File: config.mk
export PLATFORM = sky130hd
export DESIGN_NAME = ts_fir_sequencer
export DESIGN_NICKNAME = d
export VERILOG_FILES = /design/src/rtl/ts_fir_sequencer.sv
export SDC_FILE = /design/constraint.sdc
export NUM_CORES = 1
export LEC_CHECK = 0
export ABC_AREA = 1
export BUFFER_PORTS_ARGS = -buffer_cell sky130_fd_sc_hd__buf_4
export CAP_MARGIN = 20
export CORE_MARGIN = 2
export CORE_UTILIZATION = 35
export DETAILED_ROUTE_END_ITERATION = 10
export GPL_TIMING_DRIVEN = 0
export PLACE_DENSITY = 0.61
export SLEW_MARGIN = 20
export SYNTH_ARGS = -nofsm -noshare
export SYNTH_HDL_FRONTEND = slang
export SYNTH_SLANG_ARGS = --single-unit
File: constraint.sdc
create_clock -name sys_clk -period 1.3 [get_ports sys_clk]
set_clock_uncertainty 0.2 [all_clocks]
set_input_delay 0.065 -clock sys_clk [delete_from_list [all_inputs] [get_ports sys_clk]]
set_output_delay 0.065 -clock sys_clk [all_outputs]
set_load 0.05 [all_outputs]
File: src/rtl/ts_fir_sequencer.sv
// ts_fir_sequencer: phase/accumulator/output-load sequencer for a time-shared symmetric FIR,
// with sample-boundary coefficient bank swap and sticky overrun detection.
module ts_fir_sequencer #(
    parameter int PHASES   = 4,
    parameter int PW       = 2,
    parameter int PIPE_LAT = 2
) (
    input  logic          sys_clk,
    input  logic          reset_n,
    input  logic          sam_clk_en,
    input  logic          en,
    input  logic          bank_req,
    input  logic          bank_sel_in,
    output logic [PW-1:0] phase,
    output logic          acc_clr,
    output logic          acc_en,
    output logic          y_load,
    output logic          coef_bank,
    output logic          bank_ack,
    output logic          busy,
    output logic          overrun
);
    typedef enum logic {IDLE, RUN} state_t;

    localparam logic [PW-1:0] LAST = PW'(PHASES - 1);

    state_t          state_q, state_d;
    logic [PW-1:0]   ph_q, ph_d;
    logic [PIPE_LAT:0] sv_q, sv_d, fs_q, fs_d, ls_q, ls_d;
    logic            coef_bank_q, coef_bank_d;
    logic            bank_ack_q, bank_ack_d;
    logic            overrun_q, overrun_d;
    logic            run, last, accept;

    always_comb begin
        run         = state_q == RUN;
        last        = ph_q == LAST;
        accept      = sam_clk_en && en && (!run || last);
        state_d     = state_q;
        ph_d        = ph_q;
        if (accept) begin
            state_d = RUN;
            ph_d    = '0;
        end else if (run) begin
            state_d = last ? IDLE : RUN;
            ph_d    = last ? '0 : ph_q + PW'(1);
        end
        // Tags enter stage 0 one cycle after the slot is presented on phase
        sv_d        = {sv_q[PIPE_LAT-1:0], run};
        fs_d        = {fs_q[PIPE_LAT-1:0], run && ph_q == '0};
        ls_d        = {ls_q[PIPE_LAT-1:0], run && last};
        coef_bank_d = (accept && bank_req) ? bank_sel_in : coef_bank_q;
        bank_ack_d  = accept && bank_req;
        overrun_d   = en && (overrun_q || (sam_clk_en && run && !last));
    end

    always_ff @(posedge sys_clk or negedge reset_n) begin
        if (!reset_n) begin
            state_q     <= IDLE;
            ph_q        <= '0;
            sv_q        <= '0;
            fs_q        <= '0;
            ls_q        <= '0;
            coef_bank_q <= 1'b0;
            bank_ack_q  <= 1'b0;
            overrun_q   <= 1'b0;
        end else begin
            state_q     <= state_d;
            ph_q        <= ph_d;
            sv_q        <= sv_d;
            fs_q        <= fs_d;
            ls_q        <= ls_d;
            coef_bank_q <= coef_bank_d;
            bank_ack_q  <= bank_ack_d;
            overrun_q   <= overrun_d;
        end
    end

    assign phase     = run ? ph_q : '0;
    assign acc_en    = sv_q[PIPE_LAT-1];
    assign acc_clr   = fs_q[PIPE_LAT-1];
    assign y_load    = ls_q[PIPE_LAT];
    assign coef_bank = coef_bank_q;
    assign bank_ack  = bank_ack_q;
    assign busy      = run || (|sv_q);
    assign overrun   = overrun_q;
endmodule

Yosys cells after proc, flatten, opt, wreduce, memory -nomap -nowiden
Cells that the tools add are included.
- multiplexer cells: 7
- $add $sub $neg: 1
- reductions and logical operators: 16
- eq/ne operators: 1
- operators with widths (cell ; count):
    1-bit logical AND ; 8
    2-bit 2-to-1 mux ; 4
    1-bit logical OR ; 3
    1-bit 2-to-1 mux ; 3
    3-bit OR reduction ; 1
    2-bit by 1-bit adder with 2-bit output (second input constant) ; 1
    2-bit equality test (second input constant) ; 1
    1-bit zero test ; 2
    2-bit zero test ; 1
    2-bit nonzero test ; 1
- word-level logic and storage cells: 33
- register bits after elaboration: 14
- input bits: 6

Logic depth before layout (Yosys ltp)
- depth after elaboration: 5
- mapped depth: 6
- depth with buffers taken out: 6

Worst setup path after synthesis
Ideal clock, no wire load.
- path type: reg-to-output
- start: register sv_q[1]
- end: output busy
- cell stages (with the launch flop): 3
- arrival: 1096 ps
- slack: -61 ps
- path buffers: 0
- path through: dfrtp_1 > nor3_1 > nand2_1
- cells in the longest elaborated chain, start to end: 2
- RTL lines (item ; RTL line ; text):
    start: declaration ; 29 ; logic [PIPE_LAT:0] sv_q, sv_d, fs_q, fs_d, ls_q, ls_d;
    start signal: assignment ; 70 ; sv_q <= sv_d;
    3-bit OR reduction ; 85 ; assign busy = run || (|sv_q);
    1-bit logical OR ; 85 ;
    end: declaration ; 20 ; output logic busy,
No other way between the ends.

Worst setup path in the final report
- start: register sv_q[2]
- end: output busy
The elaborated chain is that of the path after synthesis.

==> results.json <==
{
  "fillcell_total": 126,
  "gp_congestion": 0.736,
  "register_area_um2": 353,
  "max_freq_ghz": 0.746,
  "static-leakage-power_nw": 0.417,
  "grt_start_max_net_pins": 15,
  "met2WireLength_um": 434,
  "detail_route.iter0.violations": 8,
  "period_share": 1.03,
  "clkLatencyLatePin_ns": 0.27,
  "cp_cell_sequence": "nor3_2, nand2_2, buf_6",
  "post_drt_wl_per_cell_um": 9.90,
  "powerDensity_nw_per_um2": 2510,
  "slew_headroom": 0.885,
  "routed_wirelength_um": 861,
  "synthesis.area_um2": 509,
  "max-clock-path-buffers": 2,
  "layout_common_cells": "dfrtp_1 (12), buf_4 (12), nand2_1 (11)",
  "firstDrtPassIters": 4,
  "detail_route.wirelength.met1_um": 361,
  "synthesized_instance_count": 47,
  "grt_overflow_total": 0,
  "crit_path_end_kind": "output port",
  "critical_path.slowest_cell": "dfrtp_1",
  "critical_path.n_buffers_inverters": 1,
  "report.final.hold_viol_count": 0,
  "overall_routing_resource_usage": 0.117,
  "timing.final.ws_setup_ns": -0.0411,
  "grt_first_pass_wirelength_um": 1500,
  "worst_hold_path_type": "flop to flop",
  "ctsRootBufferMaster": "clkbuf_4",
  "cp_top_family": "flip-flops",
  "floorplan.initialDensity": 0.382,
  "antenna_cells": 0,
  "cp_data_arrival_time_ns": 1.08,
  "outcome": "finished, violations left",
  "dp_hpwl_um": 532,
  "cap_violations": 0,
  "worst_pin_slew_ns": 0.173,
  "hold_depth": 0,
  "portBuffers": 14,
  "floorplan.core_area_um2": 1330,
  "finalHoldWorstSlack_ns": 0.149,
  "clk_transition_reported_paths_ns": 0.08,
  "cts_tree": "yes",
  "layout-drive-gt1-share": 0.389,
  "synth-warning-count": 0,
  "timing.critical_path.fanout_max": 1,
  "final_max_slew_viol_count": 0,
  "fin_crit_ns": 1.34,
  "drt-vias-per-instance": 4.43,
  "place_worst_setup_slack_ns": 0.0535,
  "clock_sinks": 14,
  "ys_types": 11,
  "syn_to_final_growth_pct": 48.9,
  "setup-violations-final": 1,
  "fin_nets": 81,
  "io_pins": 15,
  "rsz0062_at_grt": "yes",
  "fp-row-count": 13,
  "reg2regPathDepth": 6,
  "detail-route-antenna-nets": 0,
  "worstSetupPathType": "flop to output port",
  "vias_in_the_first_global_route": 349,
  "worst_path_largest_cell_delay_ns": 0.39,
  "vias": 385,
  "drc": 0,
  "syn-num-nets": 55,
  "met3_wirelength_um": 65,
  "failed_checks": "negative setup slack",
  "cts_buffer_count": 3,
  "power.ir.vdd_worst_v": 0.00115,
  "dieArea_um2": 1780,
  "critical_path_required_ns": 1.03,
  "die-height_um": 42.1,
  "synth.yosys.seq_area_share": 0.688,
  "worst_setup_path_start_kind": "flop",
  "top_layer": "met3",
  "grt_antenna_before_repair": 0,
  "ctsHtreeMaxLevel": 1,
  "die-width_um": 42.1,
  "avgSynthCellArea_um2": 10.8,
  "number_of_gates_on_the_worst_path_with_buffers_counted": 3,
  "multi_input_comb_area_um2": 139,
  "number_of_synthesized_register_bits": 14
}
layout make-up:
cell class,instances,area share
multi-input combinational,23,0.183
inverter,10,0.0495
clock buffer,4,0.0347
sequential,14,0.465
timing repair buffer,21,0.243
tap,15,0.0248
cells in the mapped netlist:
cell	number	area, um2
o21ai_0	1	5.00
ha_1	2	25.0
inv_1	10	37.5
nand3_1	2	10.0
nand2_2	1	6.26
dfrtp_1	14	350
nand4_1	1	6.26
nand2_1	13	48.8
a21oi_1	1	5.00
nor3_1	1	5.00
nand3_2	1	10.0
sequential cells by signal, indices dropped and copies added (netlist names):
name       count
sv_q           3
overrun        1
bank_ack       1
coef_bank      1
ph_q           2
ls_q           3
run            1
fs_q           2
cell families (layout without fill, tap and decap cells):
group,after synthesis,after routing,share of synthesized area
simple gates,19,19,0.170
flops,14,14,0.688
compound gates,2,2,0.0196
buf+inv,10,35,0.0737
fa+ha+maj,2,2,0.0491
stage by stage:
step	total power (W)	util	setup TNS, ns	instance area [um2]	instances
2_1_floorplan	0.00130	-	0	513	47
4_1_cts	0.00186	0.555	-0.0347	741	87
3_3_place_gp	0.00154	0.477	0	637	76
6_report	0.00190	0.568	-0.0411	758	87
3_5_place_dp	0.00155	0.477	0	637	76
5_1_grt	0.00204	0.568	-0.139	758	87
per-layer routing:
metal  vias to the layer above  global-route usage
li1                        189                   -
met1                       183               0.148
met2                        13               0.163
met3                         0              0.0776
met5                         -                   0
met4                         0              0.0375
repair_timing:
action,4_1_cts,5_1_grt
buffers inserted,1,0
endpoints found under the hold margin,20,0
resized for setup,3,7
endpoints found under the setup margin,3,6
hold buffers,6,0
pin swaps,1,7
power by group:
| part | switching [W] | total [W] | leakage, nW | internal [W] |
|---|---|---|---|---|
| clock | 0.000128 | 0.000246 | 0.0150 | 0.000119 |
| sequential | 0.000121 | 0.000738 | 0.171 | 0.000617 |
| combinational | 0.000611 | 0.000920 | 0.230 | 0.000309 |
| total | 0.000859 | 0.00190 | 0.417 | 0.00105 |
path summary, 6_finish.rpt:
check | start | end | slack (ns)
min in group asynchronous | reset_n | sv_q[2]$_DFF_PN0_ | 0.51
worst min-delay path | ls_q[0]$_DFF_PN0_ | ls_q[1]$_DFF_PN0_ | 0.15
max in group asynchronous | reset_n | run$_DFF_PN0_ | 0.21
worst min register to register | ls_q[0]$_DFF_PN0_ | ls_q[1]$_DFF_PN0_ | 0.15
worst max-delay path | sv_q[2]$_DFF_PN0_ | busy | -0.04
worst max register to register | ph_q[0]$_DFFE_PN0P_ | coef_bank$_DFFE_PN0P_ | 0.04
worst reg2reg max path, stage by stage, from the launching register on:
cell and delay [ns]:
dfrtp_1 0.41, ha_2 0.21, inv_2 0.04, nand2_4 0.09
nand3_2 0.08, nand2_1 0.07, nand2_1 0.05
(Power assumes the default switching activity.)
